File: src/rtl/memory_board_ctrl.sv
// Controller for a 4x4 memory game: cursor stepping, card reveal, pair matching, turn counter.
// Optional build macro MOVE_SKIP_MATCHED_EN: moves skip matched cells and the cursor freezes in DONE.
module memory_board_ctrl #(
   parameter logic [63:0] DECK        = 64'h1234_5678_8765_4321,
   parameter int unsigned HOLD_CYCLES = 4
) (
   input  logic       clk,
   input  logic       rst,
   input  logic       move,
   input  logic       select,
   output logic [3:0] c1,
   output logic [3:0] c2,
   output logic [3:0] c3,
   output logic [3:0] c4,
   output logic [3:0] c5,
   output logic [3:0] c6,
   output logic [3:0] c7,
   output logic [3:0] c8,
   output logic [3:0] c9,
   output logic [3:0] c10,
   output logic [3:0] c11,
   output logic [3:0] c12,
   output logic [3:0] c13,
   output logic [3:0] c14,
   output logic [3:0] c15,
   output logic [3:0] c16,
   output logic [7:0] counter
);

   localparam logic [1:0] S_IDLE   = 2'd0;
   localparam logic [1:0] S_ONE_UP = 2'd1;
   localparam logic [1:0] S_HOLD   = 2'd2;
   localparam logic [1:0] S_DONE   = 2'd3;

   logic [1:0]  state_q, state_d;
   logic [3:0]  cursor_q, cursor_d;
   logic [3:0]  first_q, first_d;
   logic [3:0]  second_q, second_d;
   logic [3:0]  pairs_q, pairs_d;
   logic [15:0] revealed_q, revealed_d;
   logic [15:0] matched_q, matched_d;
   logic [7:0]  timer_q, timer_d;
   logic [7:0]  counter_q, counter_d;
   logic        prev_move_q, prev_move_d;
   logic        prev_select_q, prev_select_d;

   logic        move_ev, select_ev;
   logic [15:0] shown;
   logic [3:0]  next_cursor;
   logic [3:0]  code [16];

   function automatic logic [3:0] face_of(input logic [3:0] idx);
      logic [63:0] sh;
      sh = DECK >> {idx, 2'b00};
      return sh[3:0];
   endfunction

   assign move_ev   = move & ~prev_move_q;
   assign select_ev = select & ~prev_select_q;
   assign shown     = revealed_q | matched_q;

`ifdef MOVE_SKIP_MATCHED_EN
   logic       found;
   logic [3:0] cand;
   // Nearest unmatched cell ahead of the cursor; stays put when none exists.
   always_comb begin
      next_cursor = cursor_q;
      found       = 1'b0;
      cand        = cursor_q;
      if (state_q != S_DONE) begin
         for (int unsigned k = 1; k < 16; k++) begin
            cand = cursor_q + 4'(k);
            if (!found && !matched_q[cand]) begin
               next_cursor = cand;
               found       = 1'b1;
            end
         end
      end
   end
`else
   always_comb begin
      next_cursor = cursor_q + 4'd1;
   end
`endif

   always_comb begin
      state_d       = state_q;
      cursor_d      = cursor_q;
      first_d       = first_q;
      second_d      = second_q;
      pairs_d       = pairs_q;
      revealed_d    = revealed_q;
      matched_d     = matched_q;
      timer_d       = timer_q;
      counter_d     = counter_q;
      prev_move_d   = move;
      prev_select_d = select;

      // Select acts on the pre-move cursor even when both events share an edge.
      if (move_ev) cursor_d = next_cursor;

      case (state_q)
         S_IDLE: begin
            if (select_ev && !shown[cursor_q]) begin
               revealed_d[cursor_q] = 1'b1;
               first_d              = cursor_q;
               state_d              = S_ONE_UP;
            end
         end
         S_ONE_UP: begin
            if (select_ev && !shown[cursor_q]) begin
               revealed_d[cursor_q] = 1'b1;
               second_d             = cursor_q;
               if (counter_q != 8'hFF) counter_d = counter_q + 8'd1;
               if (face_of(cursor_q) == face_of(first_q)) begin
                  matched_d[cursor_q]  = 1'b1;
                  matched_d[first_q]   = 1'b1;
                  revealed_d[cursor_q] = 1'b0;
                  revealed_d[first_q]  = 1'b0;
                  pairs_d              = pairs_q + 4'd1;
                  state_d              = (pairs_q == 4'd7) ? S_DONE : S_IDLE;
               end else begin
                  timer_d = 8'(HOLD_CYCLES);
                  state_d = S_HOLD;
               end
            end
         end
         S_HOLD: begin
            if (timer_q == 8'd1) begin
               revealed_d[first_q]  = 1'b0;
               revealed_d[second_q] = 1'b0;
               state_d              = S_IDLE;
            end else begin
               timer_d = timer_q - 8'd1;
            end
         end
         default: ;
      endcase
   end

   always_ff @(posedge clk) begin
      if (rst) begin
         state_q       <= S_IDLE;
         cursor_q      <= '0;
         first_q       <= '0;
         second_q      <= '0;
         pairs_q       <= '0;
         revealed_q    <= '0;
         matched_q     <= '0;
         timer_q       <= '0;
         counter_q     <= '0;
         prev_move_q   <= 1'b0;
         prev_select_q <= 1'b0;
      end else begin
         state_q       <= state_d;
         cursor_q      <= cursor_d;
         first_q       <= first_d;
         second_q      <= second_d;
         pairs_q       <= pairs_d;
         revealed_q    <= revealed_d;
         matched_q     <= matched_d;
         timer_q       <= timer_d;
         counter_q     <= counter_d;
         prev_move_q   <= prev_move_d;
         prev_select_q <= prev_select_d;
      end
   end

   always_comb begin
      for (int unsigned i = 0; i < 16; i++) begin
         if (shown[i] || state_q == S_DONE) code[i] = face_of(4'(i));
         else if (cursor_q == 4'(i))        code[i] = 4'hF;
         else                               code[i] = 4'h0;
      end
   end

   assign c1      = code[0];
   assign c2      = code[1];
   assign c3      = code[2];
   assign c4      = code[3];
   assign c5      = code[4];
   assign c6      = code[5];
   assign c7      = code[6];
   assign c8      = code[7];
   assign c9      = code[8];
   assign c10     = code[9];
   assign c11     = code[10];
   assign c12     = code[11];
   assign c13     = code[12];
   assign c14     = code[13];
   assign c15     = code[14];
   assign c16     = code[15];
   assign counter = counter_q;

endmodule

File: config.mk
export PLATFORM = sky130hd
export DESIGN_NAME = memory_board_ctrl
export DESIGN_NICKNAME = d
export VERILOG_FILES = /design/src/rtl/memory_board_ctrl.sv
export SDC_FILE = /design/constraint.sdc
export NUM_CORES = 1
export LEC_CHECK = 0
export BUFFER_PORTS_ARGS = -buffer_cell sky130_fd_sc_hd__buf_4
export CORE_MARGIN = 4
export CORE_UTILIZATION = 57
export DETAILED_ROUTE_END_ITERATION = 12
export GPL_ROUTABILITY_DRIVEN = 0
export PLACE_DENSITY = 0.83
export RECOVER_POWER = 50
export REMOVE_ABC_BUFFERS = 1
export SYNTH_ARGS = -nofsm -noshare
export SYNTH_HDL_FRONTEND = slang
export SYNTH_SLANG_ARGS = --single-unit
export TNS_END_PERCENT = 10
File: constraint.sdc
create_clock -name clk -period 3.62 [get_ports clk]
set_clock_uncertainty 0.15 [all_clocks]
set_input_delay 0.362 -clock clk [delete_from_list [all_inputs] [get_ports clk]]
set_output_delay 0.362 -clock clk [all_outputs]
set_load 0.02 [all_outputs]
======== Yosys cells after proc, flatten, opt, wreduce, memory -nomap -nowiden ========
Cells that the tools add are included.
operators by class
  divide/modulo/power cells ............... 0
  multiply operators ...................... 0
  add/subtract/negate cells ............... 4
  $lt $le $gt $ge ......................... 6
  shifts and indexed selects .............. 2
  bitwise logic cells ..................... 15
  equal/unequal tests ..................... 27
  reduce and logical (&&, ||, !) cells .... 31
  multiplexer cells ....................... 55
operators with widths
  cell                    count
  $mux W4                 32
  $shr A61 B6 Y4 const A  2
  $and A16 B16 Y16        4
  $mux W16                4
  $or A16 B16 Y16         4
  $not A16 Y16            3
  $pmux W16 S3            1
  $eq A4 B4 Y1 const B    8
  $mux W8                 3
  $eq A4 B3 Y1 const B    5
  $logic_or A1 B1 Y1      16
  $pmux W8 S2             1
  $lt A4 B5 Y1 const B    3
  $demux W1 S4            3
  $ge A4 B1 Y1 const B    3
  $mux W2                 5
  $ne A2 B2 Y1 const B    5
  $add A4 B1 Y4 const B   2
  $add A8 B1 Y8 const B   1
  $eq A4 B2 Y1 const B    2
  $eq A8 B1 Y1 const B    1
  $ne A8 B8 Y1 const B    1
  $reduce_and A4 Y1       2
  $sub A8 B1 Y8 const B   1
  other kinds (17)        28
storage, ports and cells
  output and inout port bits .............. 72
  ROM bits ................................ 0
  latch bits .............................. 0
  logic and storage cells ................. 151
  RAM bits ................................ 0
  bits in registers ....................... 68
  bits of input ports ..................... 4
  memories kept ........................... 0

======== Depth between registers and ports, before layout ========
Gate-level depths: netlist of the first run.
  depth in word-level cells ............... 10
  mapped depth ............................ 14
  gate-level depth less buffers ........... 9

======== Least setup slack after synthesis of the first run ========
OpenSTA, ideal clock, no wires.
  kind .................................... register to register
  from .................................... register cursor_q[0]
  to ...................................... register matched_q[10]
  clock period less this slack ............ 2.836 ns
  arrival ................................. 2.621 ns
  stages on the path, launching flop included .. 15
  data required time ...................... 3.405 ns
  buffers on the path ..................... 6
  library setup time ...................... 0.065 ns
  slack ................................... 0.784 ns
  cells stage by stage .................... dfxtp_1 -> buf_6 -> buf_2 -> inv_1 -> ha_1 -> clkbuf_1 -> nand3b_1 -> o21ai_0 -> xnor2_1 -> and4_1 -> buf_2 -> buf_2 -> buf_1 -> a31oi_1 -> nor2_1
on the way
  word-level cells in the longest chain between the ends .. 6
  elaborated cells between the ends (all ways) .. 14
  classes of those cells .................. order compare: 2; eq/ne: 1; shift: 1; mux: 4; bitwise: 2; reduce/logical: 4
RTL lines
  what                                                                       RTL line  text
  from (decl)                                                                36        logic [3:0] cursor_q, cursor_d;
  from (signal assigned)                                                     156       cursor_q <= cursor_d;
  $lt A4 B5 Y1 (implied by the code) / $ge A4 B1 Y1 (equally long branches)  116       matched_d[cursor_q] = 1'b1;
  $logic_and A1 B1 Y1 (implied by the code)                                  116
  $mux W1 (implied by the code)                                              116
  $demux W1 S4                                                               116
  $or A16 B16 Y16 (no source line) (2 in a row)                              n/a
  to (signal assigned)                                                       161       matched_q <= matched_d;
  to (decl)                                                                  41        logic [15:0] matched_q, matched_d;
Several ways; a longest one is shown, not always the timed one. The select of a mux whose other input is x is not followed.
A chain may end at the register's enable or synchronous reset.

======== Worst setup path after layout of the first run ========
  from .................................... register cursor_q[0]
  to ...................................... register revealed_q[1]
on the way
  word-level cells in the longest chain between the ends .. 10
  elaborated cells between the ends (all ways) .. 22
  classes of those cells .................. order compare: 2; eq/ne: 3; shift: 1; mux: 8; bitwise: 4; reduce/logical: 4
RTL lines
  what                                                                       RTL line       text
  $lt A4 B5 Y1 (implied by the code) / $ge A4 B1 Y1 (equally long branches)  105, 112, 118
  $logic_and A1 B1 Y1 (implied by the code)                                  105, 112, 118
  $mux W1 (implied by the code)                                              105, 112, 118
  $demux W1 S4                                                               105, 112, 118
  $or A16 B16 Y16 (no source line) / $not A16 Y16 (equally long branches)    n/a
  $and A16 B16 Y16 (no source line) (2 in a row)                             n/a
  $mux W16                                                                   115            if (face_of(cursor_q) == face_of(first_q)) begin
  $mux W16                                                                   111            if (select_ev && !shown[cursor_q]) begin
  $pmux W16 S3                                                               102            case (state_q)
  to (signal assigned)                                                       160            revealed_q <= revealed_d;
  to (decl)                                                                  40             logic [15:0] revealed_q, revealed_d;
Several ways; a longest one is shown, not always the timed one. The select of a mux whose other input is x is not followed.

==> results of run 1 <==
==> routing by layer <==
metal	global-route usage	vias up	routed length, µm
met3	0.05864	51	1588
met5	0	-	0
met2	0.4094	319	5185
li1	-	2066	-
met4	0.1528	0	461
met1	0.3774	2041	4931
==> per-stage QoR <==
step,cell area [µm²],hold WS (ns),utilization,std cells,total power [µW]
3_3_place_gp,4788,0.3240,0.6497,694,1593
3_5_place_dp,4788,0.3363,0.6497,694,1619
2_1_floorplan,3989,0.2811,-,505,1379
6_report,4771,0.08149,0.6474,710,2304
4_1_cts,5006,0.08447,0.6793,710,2311
5_1_grt,4771,0.09536,0.6474,710,2422
==> state kept, by name, summed over array words and instances, names as in the netlist <==
signal and count:
matched_q 16, revealed_q 16, counter 8, timer_q 8
cursor_q 4, first_q 4, pairs_q 4, second_q 4
state_q 2, prev_move_q 1, prev_select_q 1
==> timing repair <==
| item | 4_1_cts | 5_1_grt |
|---|---|---|
| endpoints found under the setup margin | 0 | 2 |
| buffers inserted | 0 | 0 |
| gates resized for setup | 0 | 1 |
==> power groups by stage <==
stage | sequential, µW | combinational [µW] | clock, µW
finish | 862 | 740 | 702
global route | 869 | 808 | 745
CTS | 859 | 748 | 705
detailed placement | 875 | 744 | 0
global placement | 870 | 723 | 0
floorplan | 861 | 517 | 0
==> how the worst max path moves through the flow <==
| stage | startpoint | end | slack, ns | cells after the start |
|---|---|---|---|---|
| after global routing | cursor_q[0]$_SDFFE_PP0P_ | revealed_q[7]$_SDFFE_PP0P_ | 0.20 | 8 |
| after global placement | cursor_q[0]$_SDFFE_PP0P_ | revealed_q[14]$_SDFFE_PP0P_ | 0.43 | 8 |
| after detailed placement | cursor_q[0]$_SDFFE_PP0P_ | revealed_q[14]$_SDFFE_PP0P_ | 0.32 | 8 |
| final | cursor_q[0]$_SDFFE_PP0P_ | revealed_q[1]$_SDFFE_PP0P_ | 0.29 | 8 |
| after floorplan | cursor_q[0]$_SDFFE_PP0P_ | c8[0] | 0.12 | 3 |
| after CTS | cursor_q[0]$_SDFFE_PP0P_ | revealed_q[8]$_SDFFE_PP0P_ | 0.32 | 8 |
==> cell usage in the layout, fill, tap and decap left out, types with 12 or more instances in the layout <==
| master | n |
|---|---|
| nor2_1 | 61 |
| a21oi_1 | 36 |
| a31oi_1 | 28 |
| nor3_1 | 39 |
| clkbuf_1 | 65 |
| nor2b_1 | 16 |
| buf_4 | 27 |
| nand2_1 | 78 |
| ha_1 | 19 |
| nand3_1 | 20 |
| inv_1 | 18 |
| dfxtp_1 | 67 |
| and3_1 | 12 |
==> cells by family (layout without fill, tap and decap cells) <==
family,count (synthesis),count (layout)
simple gates,259,259
buf+inv,89,124
compound gates,112,112
mux,11,11
fa+ha+maj,19,19
xor+xnor,18,18
flops,68,68
==> worst reg2reg max path: stages (launching register included) <==
cell and delay [ns]:
dfxtp_2 0.60, clkbuf_1 0.34, nor3b_1 0.25, nor4b_1 0.08
a311o_1 0.42, a211oi_4 0.37, o211ai_2 0.47, a221oi_1 0.40
nor3_1 0.10
==> area by class of cell <==
class	instances	area, µm²	area share
Inverter	18	67.56	0.01416
Tap cell	99	123.9	0.02596
Clock inverter	4	72.57	0.01521
Clock buffer	12	145.1	0.03042
Timing Repair Buffer	90	439.2	0.09205
Multi-Input combinational cell	419	2560	0.5366
Sequential cell	68	1363	0.2856
==> reports/qor.csv, run 1 <==
stage;metric;value;unit
synthesis;synth-seq-area-share;0.3090;
synthesis;synth-simple-area-share;0.2778;
drt;num_vias;4477;
place;dp.final_hpwl;8325;µm
place;io_buffers;75;
worst_setup_path;crit_family;compound AO/OA/AOI/OAI gates;
hold_path;min_path_cells;2;
drt;wirelength;12170;µm
layout;antenna_cells;0;
synthesis;ys.flop_type;dfxtp_1;
worst_setup_path;cp_max_fo;18;
power;seq_power_share;0.374;
timing;setup_violations;0;
floorplanning;fp.dieW;95.92;µm
worst_setup_path;max_stage_delay;0.60;ns
synthesis;synth_top_family_by_area;simple AND/OR/NAND/NOR gates;
clock_tree;clk_pin_slew;0.08;ns
drt;wire_per_inst;17.14;µm
hold_path;min_path_type;input pin to register;
global_route;grt_pass1_wl;20010;µm
layout;synthToLayoutAreaGrowth;8.293;%
worst_setup_path;required;3.68;ns
clock_tree;clock_sinks;68;
synthesis;syn_avg_cell_area;7.648;µm²
power;power.density;483.0;nW/µm²
synthesis;synth_area;4405;µm²
drt;drt_first_pass_iters;6;
timing;post-route-period-util;0.9204;
global_route;grt-ovfl-total;0;
layout;final_layout_size_suffix_gt1_frac;0.08674;
floorplanning;initial_core_util;0.5978;
timing;fin_tns_setup;0;ns
synthesis;yosys.area_share.adder;0.05396;
power;power_frac_clock;0.305;
timing;hold_violations;0;
synthesis;async_flop_share;0;
power;combPwrFrac;0.321;
power;power.internal;1473;µW
drt;drc;0;
synthesis;yosys-top-cells-count;nand2_1, dfxtp_1, nor2_1;
floorplanning;die_area;9200;µm²
timing;tightest_slew;0.9538;ns
power;switching_power;831.7;µW
place;place_ws;0.3183;ns
clock_tree;cts_root_buf;clkbuf_8;
clock_tree;hold_buffers;0;
worst_setup_path;arrival;3.40;ns
run;drv_cap;0;
clock_tree;clk_latency;0.36;ns
layout;fin_nets;629;
floorplanning;core_area;7370;µm²
hold_path;hold_start;select;
worst_setup_path;worstPathCellList;clkbuf_1 -> nor3b_1 -> nor4b_1 -> a311o_1 -> a211oi_4 -> o211ai_2 -> a221oi_1 -> nor3_1;
synthesis;synth_cell_type_count;47;
global_route;grt_usage;0.2779;
hold_path;hold_end;prev_select_q$_SDFF_PP0_;
clock_tree;cts.htree.levels;3;
clock_tree;ctsLongestPathBuffers;2;
floorplanning;die_h;95.92;µm
worst_setup_path;r2r_end;revealed_q[1]$_SDFFE_PP0P_;
global_route;grt_pass1_vias;4059;
timing;fmax;0.3001;GHz
drt;avgViaCountPerCell;6.306;
worst_setup_path;reg2reg_from;cursor_q[0]$_SDFFE_PP0P_;
synthesis;synth-edff-count;0;
power;vdd_drop_max;0.2376;mV
floorplanning;io_pins;76;
synthesis;yosys_warnings;0;
layout;fill_cells;690;
worst_setup_path;r2r_cells;8;
timing;setup_ws;0.2883;ns
synthesis;yosysMostFrequentCell;nand2_1;
synthesis;synth_area_leaders;dfxtp_1, nand2_1, buf_4, ha_1, nor2_1;
synthesis;synth.area.mux_share;0.03067;
timing;rsz0062_at_grt;false;
synthesis;ys_ff_latch;68;
clock_tree;tritoncts;done;
worst_setup_path;path_buf_inv;1;
worst_setup_path;slowest_stage;dfxtp_2;
run_status;status;finished, final reports clean;
power;leakagePower;0.001962;µW
worst_setup_path;cp-end-kind;register;
synthesis;synth_top_area_cell;dfxtp_1;
floorplanning;fp-row-count;31;
clock_tree;numCtsBuffers;9;
synthesis;synthXorXnorAreaFrac;0.03891;
power;p_sw_frac;0.3609;
timing;slew_viol_final;0;
drt;drtIter0Drc;507;
worst_setup_path;r2r_slack;0.29;ns
timing;layout_min_cycle_time;3.332;ns
global_route;grt_max_degree;63;
synthesis;synth_compound_area_frac;0.1798;
drt;ant_nets;0;
synthesis;synth_top_area_frac;0.3090;
timing;relSlewSlack;0.3623;
synthesis;synthesis.instances;576;
worst_setup_path;path_class;register to register;
worst_setup_path;start_kind;register;
global_route;antenna_found_initial;0;
No activity file was read; power rests on OpenSTA's default activity.
==> inputs of run 2 (changes only) <==
--- a/config.mk
+++ b/config.mk
@@ -5,12 +5,12 @@
 export SDC_FILE = /design/constraint.sdc
 export NUM_CORES = 1
 export LEC_CHECK = 0
-export BUFFER_PORTS_ARGS = -buffer_cell sky130_fd_sc_hd__buf_4
 export CORE_MARGIN = 4
-export CORE_UTILIZATION = 57
+export CORE_UTILIZATION = 64
 export DETAILED_ROUTE_END_ITERATION = 12
+export DONT_BUFFER_PORTS = 1
 export GPL_ROUTABILITY_DRIVEN = 0
-export PLACE_DENSITY = 0.83
+export PLACE_DENSITY = 0.82
 export RECOVER_POWER = 50
 export REMOVE_ABC_BUFFERS = 1
 export SYNTH_ARGS = -nofsm -noshare
==> run 2 against run 1 <==
Sequential power down 0.7%. Largest power group unchanged. Largest cell class unchanged. Die area is 10% lower. First-iteration DRC count is 29% higher. Wire length is 3.8% lower. Non-clock buffer count is 69 lower. Count of clock-buffer cells in the layout decreased by 1. Register-to-register slack about the same. Power decreased by 6.7%. Combinational power decreased by 5.0%. Design area shrank 7.5%.
==> reports/qor.csv, run 2 (synthesis results as in run 1) <==
stage;metric;value;unit
global_route;grt_max_degree;62;
power;vdd_drop_max;0.3696;mV
floorplanning;core_area;6531;µm²
global_route;grt-ovfl-total;0;
drt;num_vias;4231;
global_route;grt_util_met2;0.4752;
drt;drc;0;
worst_setup_path;arrival;3.42;ns
timing;relSlewSlack;0.3713;
floorplanning;fp.dieW;90.97;µm
clock_tree;post_cts_resized;0;
run_status;status;finished, final reports clean;
worst_setup_path;cp-end-kind;register;
global_route;met1_usage;0.3433;
worst_setup_path;path_class;register to register;
global_route;top_usage_layer;met2;
timing;layout_min_cycle_time;3.331;ns
layout;layout_common_cells;nand2_1, dfxtp_1, nor2_1;
floorplanning;io_pins;76;
timing;hold_violations;0;
layout;synthToLayoutAreaGrowth;0.1704;%
place;dp.final_hpwl;7801;µm
global_route;met3_usage;0.07934;
drt;wire_per_inst;18.96;µm
drt;drtIter0Drc;652;
timing;slew_viol_final;0;
worst_setup_path;crit_family;simple AND/OR/NAND/NOR gates;
worst_setup_path;slowest_stage;dfxtp_1;
floorplanning;fp-row-count;29;
clock_tree;cts_root_buf;clkbuf_8;
drt;wirelength;11700;µm
worst_setup_path;worst-path-stages;8;
worst_setup_path;required;3.71;ns
worst_setup_path;start_kind;register;
worst_setup_path;cp_common_cell;mux2i_1;
floorplanning;initial_core_util;0.6745;
timing;post-route-period-util;0.9201;
clock_tree;numCtsBuffers;9;
layout;final_layout_size_suffix_gt1_frac;0.06481;
worst_setup_path;max_stage_delay;0.56;ns
clock_tree;post_cts_buffers;0;
layout;fin_nets;560;
run;drv_cap;0;
clock_tree;cts.htree.levels;3;
hold_path;min_path_type;input pin to register;
global_route;grt_pass1_vias;4047;
floorplanning;die_area;8275;µm²
clock_tree;clk_latency;0.36;ns
power;leakagePower;0.001816;µW
timing;fin_tns_setup;0;ns
timing;hold_ws;0.1602;ns
clock_tree;ctsLongestPathBuffers;2;
floorplanning;die_h;90.97;µm
power;p_total;2150;µW
clock_tree;clock_sinks;68;
timing;fmax;0.3002;GHz
layout;antenna_cells;0;
timing;tightest_slew;0.9431;ns
worst_setup_path;worstPathCellList;ha_1 -> clkbuf_1 -> mux2i_1 -> xnor3_1 -> and4_1 -> and2_1 -> mux2i_1 -> nor2_1;
global_route;grt_usage;0.2872;
global_route;antenna_found_initial;0;
drt;avgViaCountPerCell;6.857;
clock_tree;clk_pin_slew;0.07;ns
hold_path;min_path_cells;2;
worst_setup_path;r2r_cells;8;
worst_setup_path;path_buf_inv;1;
power;power.density;487.1;nW/µm²
drt;drt_first_pass_iters;6;
timing;rsz0062_at_grt;false;
worst_setup_path;cp_max_fo;12;
global_route;grt_pass1_wl;19550;µm
layout;layout_commonest_cell;nand2_1;
timing;setup_violations;0;
layout;reg.largest.list;matched_q (16), revealed_q (16);
drt;ant_nets;0;
clock_tree;tritoncts;done;
place;io_buffers;0;
[run 2: cell count changes in the layout (fill, tap and decap cells not counted), sizes merged]
| cell | change |
|---|---|
| clkbuf | -57 |
| buf | -15 |
| dlygate4sd3 | +2 |
| bufinv | -1 |
| clkinv | +1 |
| clkinvlp | -1 |
[run 2: report_power, final]
part	switching, µW	internal (µW)
clock network	282	309
logic	459	244
registers	56.2	800
total	797	1350
[run 2: metrics by stage]
stage / std cells / instance area, µm² / utilization / worst slack, ns
2_1_floorplan: 505 / 3989 / - / 0.1210
3_3_place_gp: 600 / 4237 / 0.6487 / 0.5381
3_5_place_dp: 600 / 4237 / 0.6487 / 0.5026
4_1_cts: 617 / 4456 / 0.6822 / 0.4775
5_1_grt: 617 / 4413 / 0.6757 / 0.1738
6_report: 617 / 4413 / 0.6757 / 0.2892
[run 2: cell type report]
type	count	area, µm²
clock buffers	11	131.4
flip-flops and latches	68	1361
clock inverters	3	40.04
inverters	18	67.56
well taps	77	96.34
fillers	559	2118
repair buffers	21	156.4
multi-input cells	419	2560
[run 2: timing repair]
| action | in CTS | in global routing |
|---|---|---|
| endpoints found under the setup margin | 0 | 0 |
| endpoints found under the hold margin | 61 | 0 |
| hold buffers | 3 | 0 |
[run 2: worst paths after layout]
| kind | from | end | slack [ns] |
|---|---|---|---|
| worst max register to register | cursor_q[0]$_SDFFE_PP0P_ | pairs_q[1]$_SDFFE_PP0P_ | 0.29 |
| worst min register to register | timer_q[6]$_SDFFE_PP0P_ | timer_q[6]$_SDFFE_PP0P_ | 0.35 |
| worst min-delay path | rst | timer_q[7]$_SDFFE_PP0P_ | 0.16 |
| worst max-delay path | cursor_q[0]$_SDFFE_PP0P_ | pairs_q[1]$_SDFFE_PP0P_ | 0.29 |
[run 2: per-layer routing]
metal / vias up / wire [µm]
met5: - / 0
met4: 0 / 452
met3: 67 / 1308
met2: 292 / 5494
met1: 1936 / 4445
li1: 1936 / -
